$ cat config.mk
export PLATFORM = sky130hd
export DESIGN_NAME = fetch_unit
export DESIGN_NICKNAME = d
export VERILOG_FILES = /design/src/rtl/fetch_unit.sv
export SDC_FILE = /design/constraint.sdc
export NUM_CORES = 1
export LEC_CHECK = 0
export CORE_MARGIN = 2
export CORE_UTILIZATION = 40
export DETAILED_ROUTE_END_ITERATION = 16
export DONT_BUFFER_PORTS = 1
export HOLD_SLACK_MARGIN = 0.06
export PLACE_DENSITY = 0.56
export SLEW_MARGIN = 20
export SYNTH_ARGS = -nofsm -noshare
export SYNTH_HDL_FRONTEND = slang
export SYNTH_SLANG_ARGS = --single-unit
export TNS_END_PERCENT = 20
$ cat constraint.sdc
create_clock -name clk -period 2.5 [get_ports clk]
set_input_delay 0.25 -clock clk [delete_from_list [all_inputs] [get_ports clk]]
set_output_delay 0.25 -clock clk [all_outputs]
set_load 0.01 [all_outputs]
$ cat src/rtl/fetch_unit.sv
// Instruction fetch stage: owns the PC, drives a 1-cycle-latency instruction ROM
// and hands one instruction per cycle to the decoder with stall, redirect and halt handling.
module fetch_unit #(
  parameter int unsigned     PC_W       = 10,
  parameter logic [PC_W-1:0] RESET_PC   = '0,
  parameter logic [8:0]      HALT_INSTR = 9'h1FF
) (
  input  logic            clk,
  input  logic            rst_n,
  input  logic            start,
  input  logic            stall,
  input  logic            branch_taken,
  input  logic [PC_W-1:0] branch_target,
  output logic [PC_W-1:0] imem_addr,
  input  logic [8:0]      imem_rdata,
  output logic [8:0]      instr,
  output logic [PC_W-1:0] instr_pc,
  output logic            instr_valid,
  output logic            busy,
  output logic            done
);

  localparam int unsigned INSTR_W = 9;

  typedef enum logic [1:0] {
    S_IDLE,
    S_FETCH,
    S_HALT
  } state_e;

  state_e              state_q, state_d;
  logic [PC_W-1:0]     pc_q, pc_d;
  logic [PC_W-1:0]     req_pc_q, req_pc_d;
  logic                req_valid_q, req_valid_d;
  logic [INSTR_W-1:0]  instr_q, instr_d;
  logic [PC_W-1:0]     instr_pc_q, instr_pc_d;
  logic                instr_valid_q, instr_valid_d;
  logic                done_q, done_d;
  logic                busy_q, busy_d;
  logic                halt_hit;

  // Only a live (non-squashed) ROM slot may terminate the program.
  assign halt_hit = req_valid_q && (imem_rdata == HALT_INSTR);

  // While stalled the pending address is re-read so ROM data stays aligned with req_pc.
  assign imem_addr = ((state_q == S_FETCH) && stall) ? req_pc_q : pc_q;

  always_comb begin
    state_d       = state_q;
    pc_d          = pc_q;
    req_pc_d      = req_pc_q;
    req_valid_d   = req_valid_q;
    instr_d       = instr_q;
    instr_pc_d    = instr_pc_q;
    instr_valid_d = instr_valid_q;
    done_d        = done_q;

    case (state_q)
      S_IDLE, S_HALT: begin
        if (start) begin
          state_d     = S_FETCH;
          pc_d        = RESET_PC;
          req_valid_d = 1'b0;
          done_d      = 1'b0;
        end
      end
      S_FETCH: begin
        if (branch_taken) begin
          // Squash both wrong-path slots: the ROM read and the output register.
          pc_d          = branch_target;
          req_valid_d   = 1'b0;
          instr_valid_d = 1'b0;
        end else if (!stall) begin
          if (halt_hit) begin
            state_d       = S_HALT;
            done_d        = 1'b1;
            instr_valid_d = 1'b0;
            req_valid_d   = 1'b0;
          end else begin
            req_pc_d      = pc_q;
            req_valid_d   = 1'b1;
            pc_d          = pc_q + PC_W'(1);
            instr_d       = imem_rdata;
            instr_pc_d    = req_pc_q;
            instr_valid_d = req_valid_q;
          end
        end
      end
      default: state_d = S_IDLE;
    endcase

    busy_d = (state_d == S_FETCH);
  end

  always_ff @(posedge clk or negedge rst_n) begin
    if (!rst_n) begin
      state_q       <= S_IDLE;
      pc_q          <= RESET_PC;
      req_pc_q      <= '0;
      req_valid_q   <= 1'b0;
      instr_q       <= '0;
      instr_pc_q    <= '0;
      instr_valid_q <= 1'b0;
      done_q        <= 1'b0;
      busy_q        <= 1'b0;
    end else begin
      state_q       <= state_d;
      pc_q          <= pc_d;
      req_pc_q      <= req_pc_d;
      req_valid_q   <= req_valid_d;
      instr_q       <= instr_d;
      instr_pc_q    <= instr_pc_d;
      instr_valid_q <= instr_valid_d;
      done_q        <= done_d;
      busy_q        <= busy_d;
    end
  end

  assign instr       = instr_q;
  assign instr_pc    = instr_pc_q;
  assign instr_valid = instr_valid_q;
  assign busy        = busy_q;
  assign done        = done_q;

endmodule
==> results.cfg, run 1 <==
[status]
status = finished, final reports clean

[drt]
routed_wl_um = 4950
drt_pre_antenna_iters = 4
ant_nets = 0
avgRoutedWirePerCell_um = 18.5
num_vias = 1567
avgViaCountPerCell = 5.87
drc = 0
first_iter_violations = 96

[global_route]
grt_usage_pct = 16.9
grt_antenna_before_repair = 1
grt-ovfl-total = 0
grt_pass1_wl_um = 8140
grt_pass1_vias = 1677
grt_max_degree = 46

[sta]
fin_crit_sh_pct = 93.3
hold_violations = 0
max-slew-margin-rel_pct = 40.6
tns_ps = 0
skew_ps = 6.44
worstMarginPinSlew_ps = 890
setup_viol = 0
period_minus_slack_ps = 2330
holdWs_ps = 71.7
rsz0062_at_grt = no
drv_slew = 0
max_freq_ghz = 0.429

[placement]
dpl-instance-area_mm2 = 0.00226
portBuffers = 0
dp.cells = 253
routabilityCongestion = 0.841
hpwl_um = 3400

[floorplanning]
row_count = 27
fp.dieArea_mm2 = 0.00615
start_util_pct = 40.8
io_pins = 56
coreArea_mm2 = 0.00544
die_width_um = 78.5
die_h_um = 78.5

[finish]
nets = 218
stdcell_count = 267
drive_gt1_share_pct = 26.8
final_common_cell = dfrtp_1
design_area_mm2 = 0.00242
n_fill_cell = 512
syn_to_final_growth_pct = 9.31
layout_common_cells = dfrtp_1, mux2_2, o21ai_0

[clock_tree]
cts_resized = 0
clk_path_buf_depth = 2
cts_setup_buffers = 0
clock-sinks = 45
cts_htree_levels = 2
insertion_delay_ps = 310
cts_tree = yes
clock-root-buffer = clkbuf_8
worst_setup_hold_path_clk_slew_ps = 90
cts_inserted_buffers = 5

[setup_path]
worst_ep_required_time_ps = 2250
critPathTopFamily = simple AND/OR/NAND/NOR gates
start_kind = register
r2r_setup_slack_ps = 230
crit_fanout = 15
crit_chain = and2b_1 -> nand2_1 -> mux2_2
end_kind = output port
critPathKind = reg2out
crit_slowest_cell = and2b_1
slowest_delay_ps = 490
cp.arrival_ps = 2080
path_buf_inv = 0

[pwr]
pwr-share-seq_pct = 56.1
combPwrFrac_pct = 21.3
power_switching_mw = 0.715
power_density_mw_per_mm2 = 867
leakage_nw = 0.981
pwr-share-clk_pct = 22.6
intPower_mw = 1.39
p_sw_share_pct = 34.1
ir_worst_vdd_mv = 0.333

[logic_synthesis]
ys_seq_area_share_pct = 50.8
yosysWarnings = 0
syn_inst = 190
ys_seq_elements = 45
ys_types = 41
syn_avg_cell_area_um2 = 11.7
synth_area_mm2 = 0.00222
syn_nets = 215

[min_path]
hold_path_class = in2reg

[run]
maxCapViolations = 0
flip-flops by register name, summed over array words and instances, names as in the netlist:
name and count:
done 1, req_pc_q 10, instr_valid 1, req_valid_q 1, pc_q 10, instr 9
busy 1, instr_pc 10, state_q 2
power groups by stage:
stage | Sequential (mW) | Combinational (mW) | Clock [mW]
after floorplan | 1.12 | 0.394 | 0
after global placement | 1.19 | 0.408 | 0
after detailed placement | 1.20 | 0.427 | 0
after CTS | 1.18 | 0.452 | 0.487
after global routing | 1.22 | 0.491 | 0.526
final | 1.18 | 0.447 | 0.476
final timing paths:
path | start | to | cells past startpoint
worst min-delay path | imem_rdata[3] | instr[3] | 1
max in group asynchronous | rst_n | instr_pc[6] | 2
worst max-delay path | state_q[1] | imem_addr[0] | 3
worst min register to register | req_pc_q[2] | instr_pc[2] | 1
min in group asynchronous | rst_n | instr_pc[9] | 2
worst max register to register | state_q[0] | pc_q[6] | 4
layer usage:
layer | wire, um | track usage (%) | up-vias | share of wire [%]
li1 | - | - | 722 | -
met3 | 399 | 6.55 | 9 | 8.1
met4 | 99 | 6.67 | 0 | 2.0
met2 | 2420 | 27.5 | 55 | 49
met1 | 2040 | 20.2 | 781 | 41
met5 | 0 | 0 | - | 0
stage by stage:
step	setup WS, ps	total power [mW]	utilization, %
5_1_grt	36.5	2.23	44.6
6_report	166	2.10	44.6
3_5_place_dp	250	1.62	41.5
4_1_cts	160	2.12	44.1
3_3_place_gp	345	1.60	41.5
2_1_floorplan	953	1.51	-
cells in the mapped netlist:
| library cell | number | share of area [%] |
|---|---|---|
| nor4b_1 | 1 | 0.40 |
| nand3_1 | 4 | 0.90 |
| and3_1 | 4 | 1.1 |
| o32ai_1 | 1 | 0.40 |
| mux2_1 | 2 | 1.0 |
| clkbuf_1 | 6 | 1.0 |
| mux2_2 | 37 | 19 |
| or3b_2 | 1 | 0.40 |
| buf_6 | 3 | 1.5 |
| nand3b_1 | 1 | 0.34 |
| o21ai_0 | 12 | 2.7 |
| or4_1 | 3 | 1.0 |
| nor3_1 | 4 | 0.90 |
| o31a_1 | 1 | 0.40 |
| mux2i_1 | 1 | 0.45 |
| nor4_1 | 2 | 0.56 |
| nand2_1 | 9 | 1.5 |
| nand4_1 | 5 | 1.4 |
| or3_4 | 1 | 0.51 |
| ha_1 | 1 | 0.56 |
| and2_1 | 2 | 0.56 |
| nor3b_1 | 1 | 0.34 |
| a32oi_1 | 1 | 0.40 |
| nor2b_1 | 1 | 0.28 |
| or2_1 | 1 | 0.28 |
| dfrtp_1 | 45 | 51 |
| a31oi_1 | 1 | 0.28 |
| a41oi_1 | 3 | 1.2 |
| inv_1 | 4 | 0.68 |
| and4_1 | 1 | 0.40 |
| o211ai_1 | 6 | 2.0 |
| a21boi_1 | 1 | 0.34 |
| nor2_1 | 4 | 0.68 |
| and2b_1 | 1 | 0.34 |
| a311oi_1 | 1 | 0.40 |
| o31ai_1 | 6 | 2.0 |
| buf_2 | 2 | 0.45 |
| o21ai_2 | 1 | 0.40 |
| a21oi_1 | 4 | 0.90 |
| nand2b_1 | 4 | 1.1 |
| buf_1 | 1 | 0.17 |
cell families (layout without fill, tap and decap cells):
| logic type | after synthesis | in the layout | share of synthesized area [%] |
|---|---|---|---|
| AOI/OAI and AO/OA | 38 | 38 | 11.5 |
| other | 0 | 1 | 0 |
| DFF | 45 | 45 | 50.8 |
| and+or+nand+nor | 50 | 50 | 13.1 |
| adders and majority gates | 1 | 1 | 0.564 |
| muxes | 40 | 40 | 20.3 |
| buffers and inverters | 16 | 20 | 3.84 |
timing repair:
action,4_1_cts,5_1_grt
hold endpoints to repair,46,2
setup endpoints to repair,0,0
hold buffers,3,2
area by class of cell:
class | instances | area (um2) | area share [%]
flip-flops and latches | 45 | 1130 | 46.5
multi-input cells | 129 | 1010 | 41.5
repair buffers | 8 | 90.1 | 3.72
well taps | 72 | 90.1 | 3.72
clock buffers | 5 | 68.8 | 2.84
clock inverters | 3 | 25.0 | 1.03
inverters | 4 | 15.0 | 0.620
diodes | 1 | 2.50 | 0.103
Power figures use the tool's default switching activity.
==> run 2: changes to the inputs <==
- CAP_MARGIN: unset -> 20
- CORE_ASPECT_RATIO: unset -> 1.75
==> run 2 against run 1 <==
Effect of this change: non-clock buffer count down 2; die area up 0.38%; core utilization up 1.2 points; maximum frequency up 1.6%; first-iteration DRC count down 31%; hold slack better by 1.2 ps; power up 4.1%; clock power up 20%; design area up 0.10%; critical path depth unchanged; worst setup slack better by 37 ps; critical path type unchanged; largest power group unchanged.
==> results.cfg, run 2 (synthesis results as in run 1) <==
[min_path]
min_path_cells = 1
hold_path_class = in2reg

[pwr]
power_density_mw_per_mm2 = 901
leakage_nw = 0.986
ir_worst_vdd_mv = 0.445

[clock_tree]
cts_setup_buffers = 0
insertion_delay_ps = 300
cts_resized = 0
clock-sinks = 45
cts_tree = yes
cts_hold_buf = 2
worst_setup_hold_path_clk_slew_ps = 80
cts_htree_levels = 2
clock-root-buffer = clkbuf_8
cts_inserted_buffers = 5
clk_path_buf_depth = 2

[setup_path]
crit_fanout = 15
crit_chain = and2b_1 -> nand2_1 -> mux2_2
end_kind = output port
critical_path_cell_count = 3
reg2regPathDepth = 4
critPathTopFamily = simple AND/OR/NAND/NOR gates
r2r_setup_slack_ps = 370
crit_slowest_cell = and2b_1
start_kind = register
path_buf_inv = 0
critPathKind = reg2out
cp.arrival_ps = 2050
worst_ep_required_time_ps = 2250
slowest_delay_ps = 490

[floorplanning]
io_pins = 56
start_util_pct = 41.8
row_count = 35
die_h_um = 102
coreArea_mm2 = 0.00530
fp.dieArea_mm2 = 0.00618
die_width_um = 60.3

[placement]
dp.cells = 255
hpwl_um = 3400
routabilityCongestion = 0.794
dp_slack_ps = 422
portBuffers = 0

[global_route]
grt_pass1_vias = 1650
grt-ovfl-total = 0
grt_pass1_wl_um = 7690
grt_usage_pct = 16.7
grt_antenna_before_repair = 0
grt_max_degree = 46

[drt]
routed_wl_um = 4790
drt_pre_antenna_iters = 4
avgRoutedWirePerCell_um = 18.0
drc = 0
num_vias = 1560
ant_nets = 0
first_iter_violations = 66
avgViaCountPerCell = 5.86

[sta]
period_minus_slack_ps = 2300
hold_violations = 0
max_freq_ghz = 0.435
tns_ps = 0
setup_viol = 0
drv_slew = 0
worstMarginPinSlew_ps = 808
fin_crit_sh_pct = 91.9
skew_ps = 4.92
rsz0062_at_grt = no
setup_ws_ps = 204
max-slew-margin-rel_pct = 46.0

[finish]
n_fill_cell = 525
nets = 216
final_common_cell = dfrtp_1
stdcell_count = 266
layout_common_cells = dfrtp_1, mux2_2, o21ai_0
diodes = 0
drive_gt1_share_pct = 26.6
syn_to_final_growth_pct = 9.42

[run]
maxCapViolations = 0

[status]
status = finished, final reports clean
[run 2: where the power goes]
part / switching [mW] / internal [mW] / total [mW]
clock network: 0.246 / 0.326 / 0.572
registers: 0.232 / 0.938 / 1.17
logic: 0.200 / 0.244 / 0.444
total: 0.678 / 1.51 / 2.19
[run 2: cell type report]
class	count	area (um2)	area share [%]
clock buffers	7	86.3	3.56
clock inverters	1	30.0	1.24
inverters	4	15.0	0.619
multi-input cells	129	1010	41.5
flip-flops and latches	45	1130	46.4
well taps	74	92.6	3.82
repair buffers	6	70.1	2.89
[run 2: final timing paths]
path                        startpoint      endpoint
max                         state_q[1]  imem_addr[8]
min                              start    state_q[1]
max reg2reg                 state_q[0]       pc_q[6]
min reg2reg                req_pc_q[0]   req_pc_q[0]
max in group asynchronous        rst_n          busy
min in group asynchronous        rst_n       pc_q[3]
[run 2: per-stage QoR]
stage / hold WS [ps] / util, % / total power [mW] / instance area [um2]
2_1_floorplan: -45.6 / - / 1.51 / 2220
3_3_place_gp: -44.2 / 42.7 / 1.59 / 2260
3_5_place_dp: -44.6 / 42.7 / 1.62 / 2260
4_1_cts: 60.8 / 45.6 / 2.21 / 2420
5_1_grt: 70.7 / 45.8 / 2.32 / 2430
6_report: 72.9 / 45.8 / 2.19 / 2430
[run 2: layer usage]
layer  vias up  GRT usage (%)  part of all wire [%]
li1        711              -                     -
met3         8           4.94                   6.8
met2        65           29.2                    55
met5         -              0                     0
met4         0           6.15                   1.7
met1       776           18.5                    37
==> run 3: changes to the inputs <==
- PLACE_DENSITY: 0.56 -> 0.58
- clock period: 2.5 -> 1.9 ns (I/O delays scaled with it)
==> run 3 against run 2 <==
Effect of this change: die area stayed put; hold slack better by 7.2 ps; via count is 2.9% higher; global-route usage is 0.84 points higher; routed wire length is 3.8% higher; core utilization is 2.3 points higher; critical path depth is 1 higher; highest routed layer unchanged.
==> results.cfg, run 3 (synthesis results as in run 1) <==
[clock_tree]
clock-sinks = 45
cts_inserted_buffers = 5
clock-root-buffer = clkbuf_8
cts_htree_levels = 2
cts_resized = 0
clk_path_buf_depth = 2
cts_setup_buffers = 0
cts_hold_buf = 13
worst_setup_hold_path_clk_slew_ps = 80
insertion_delay_ps = 300
cts_tree = yes

[floorplanning]
row_count = 35
start_util_pct = 41.8
fp.dieArea_mm2 = 0.00618
die_h_um = 102
io_pins = 56
coreArea_mm2 = 0.00530
die_width_um = 60.3

[finish]
n_fill_cell = 487
nets = 231
multiInputGateArea_mm2 = 0.00101
final_common_cell = dfrtp_1
layout.area.seq_mm2 = 0.00113
syn_to_final_growth_pct = 14.9
drive_gt1_share_pct = 27.1
stdcell_count = 281
layout_common_cells = dfrtp_1, mux2_2, o21ai_0, dlygate4sd3_1, nand2_1
diodes = 0

[setup_path]
crit_chain = and2b_1 -> nand2_1 -> buf_4 -> mux2_2
critPathKind = reg2out
start_kind = register
worst_ep_required_time_ps = 1710
crit_slowest_cell = dfrtp_1
cp.arrival_ps = 1620
slowest_delay_ps = 430
critPathTopFamily = flip-flops
end_kind = output port
path_buf_inv = 1
crit_fanout = 10

[placement]
routabilityCongestion = 0.850
portBuffers = 0
dp_slack_ps = 237
hpwl_um = 3670
dp.cells = 260

[sta]
tns_ps = 0
hold_violations = 0
worstMarginPinSlew_ps = 446
max_freq_ghz = 0.551
drv_slew = 0
rsz0062_at_grt = no
max-slew-margin-rel_pct = 70.0
setup_ws_ps = 86.3
setup_viol = 0
skew_ps = 5.60
fin_crit_sh_pct = 95.5
period_minus_slack_ps = 1810

[drt]
avgRoutedWirePerCell_um = 17.7
routed_wl_um = 4970
drc = 0
drt_pre_antenna_iters = 4
first_iter_violations = 71
ant_nets = 0
avgViaCountPerCell = 5.72
num_vias = 1606

[global_route]
grt_antenna_before_repair = 0
grt_pass1_vias = 1780
grt_pass1_wl_um = 8110
grt_max_degree = 46
grt-ovfl-total = 0
grt_usage_pct = 17.5

[status]
status = finished, final reports clean

[pwr]
power_density_mw_per_mm2 = 1080
ir_worst_vdd_mv = 0.724
power_mw = 2.75
leakage_nw = 1.04

[min_path]
hold_path_class = in2reg

[run]
maxCapViolations = 0
[run 3: changes by cell type in the layout (fill, tap and decap cells not counted)]
| cell | delta |
|---|---|
| bufinv_16 | -1 |
| clkinvlp_4 | +2 |
| buf_12 | +1 |
| clkbuf_8 | -1 |
| dlygate4sd3_1 | +10 |
| buf_4 | +4 |
[run 3: stage by stage]
step	hold WS, ps	cell area, um2	util, %
after global placement	-104	2310	43.6
after floorplan	-106	2220	-
after global routing	112	2550	48.1
after detailed placement	-104	2310	43.6
final	80.1	2550	48.1
after CTS	74.6	2550	48.1
[run 3: power breakdown]
part           total, mW  switching, mW  internal, mW
combinational      0.621          0.269         0.352
sequential          1.55          0.312          1.23
clock              0.584          0.325         0.259
[run 3: worst paths after layout]
path	depth (start not counted)	end	startpoint	slack, ps
max	4	imem_addr[5]	state_q[0]	90
min in group asynchronous	2	pc_q[2]	rst_n	380
max reg2reg	5	pc_q[6]	pc_q[0]	250
min reg2reg	2	req_valid_q	req_valid_q	530
min	2	pc_q[4]	branch_taken	80
max in group asynchronous	2	pc_q[6]	rst_n	1300
[run 3: final cells by class]
cell class              instances  share of cell area [%]
clock inverters                 2                   0.589
multi-input cells             129                    39.5
well taps                      74                    3.63
repair buffers                 21                    8.64
clock buffers                   6                    2.85
inverters                       4                   0.589
flip-flops and latches         45                    44.2
[run 3: per-layer routing]
| metal | vias to the layer above | wire length (um) | part of all wire (%) | track usage (%) |
|---|---|---|---|---|
| met2 | 55 | 2790 | 56 | 32.2 |
| met1 | 808 | 1780 | 36 | 18.6 |
| met3 | 7 | 321 | 6.5 | 4.43 |
| met5 | - | 0 | 0 | 0 |
| li1 | 736 | - | - | - |
| met4 | 0 | 75 | 1.5 | 6.15 |
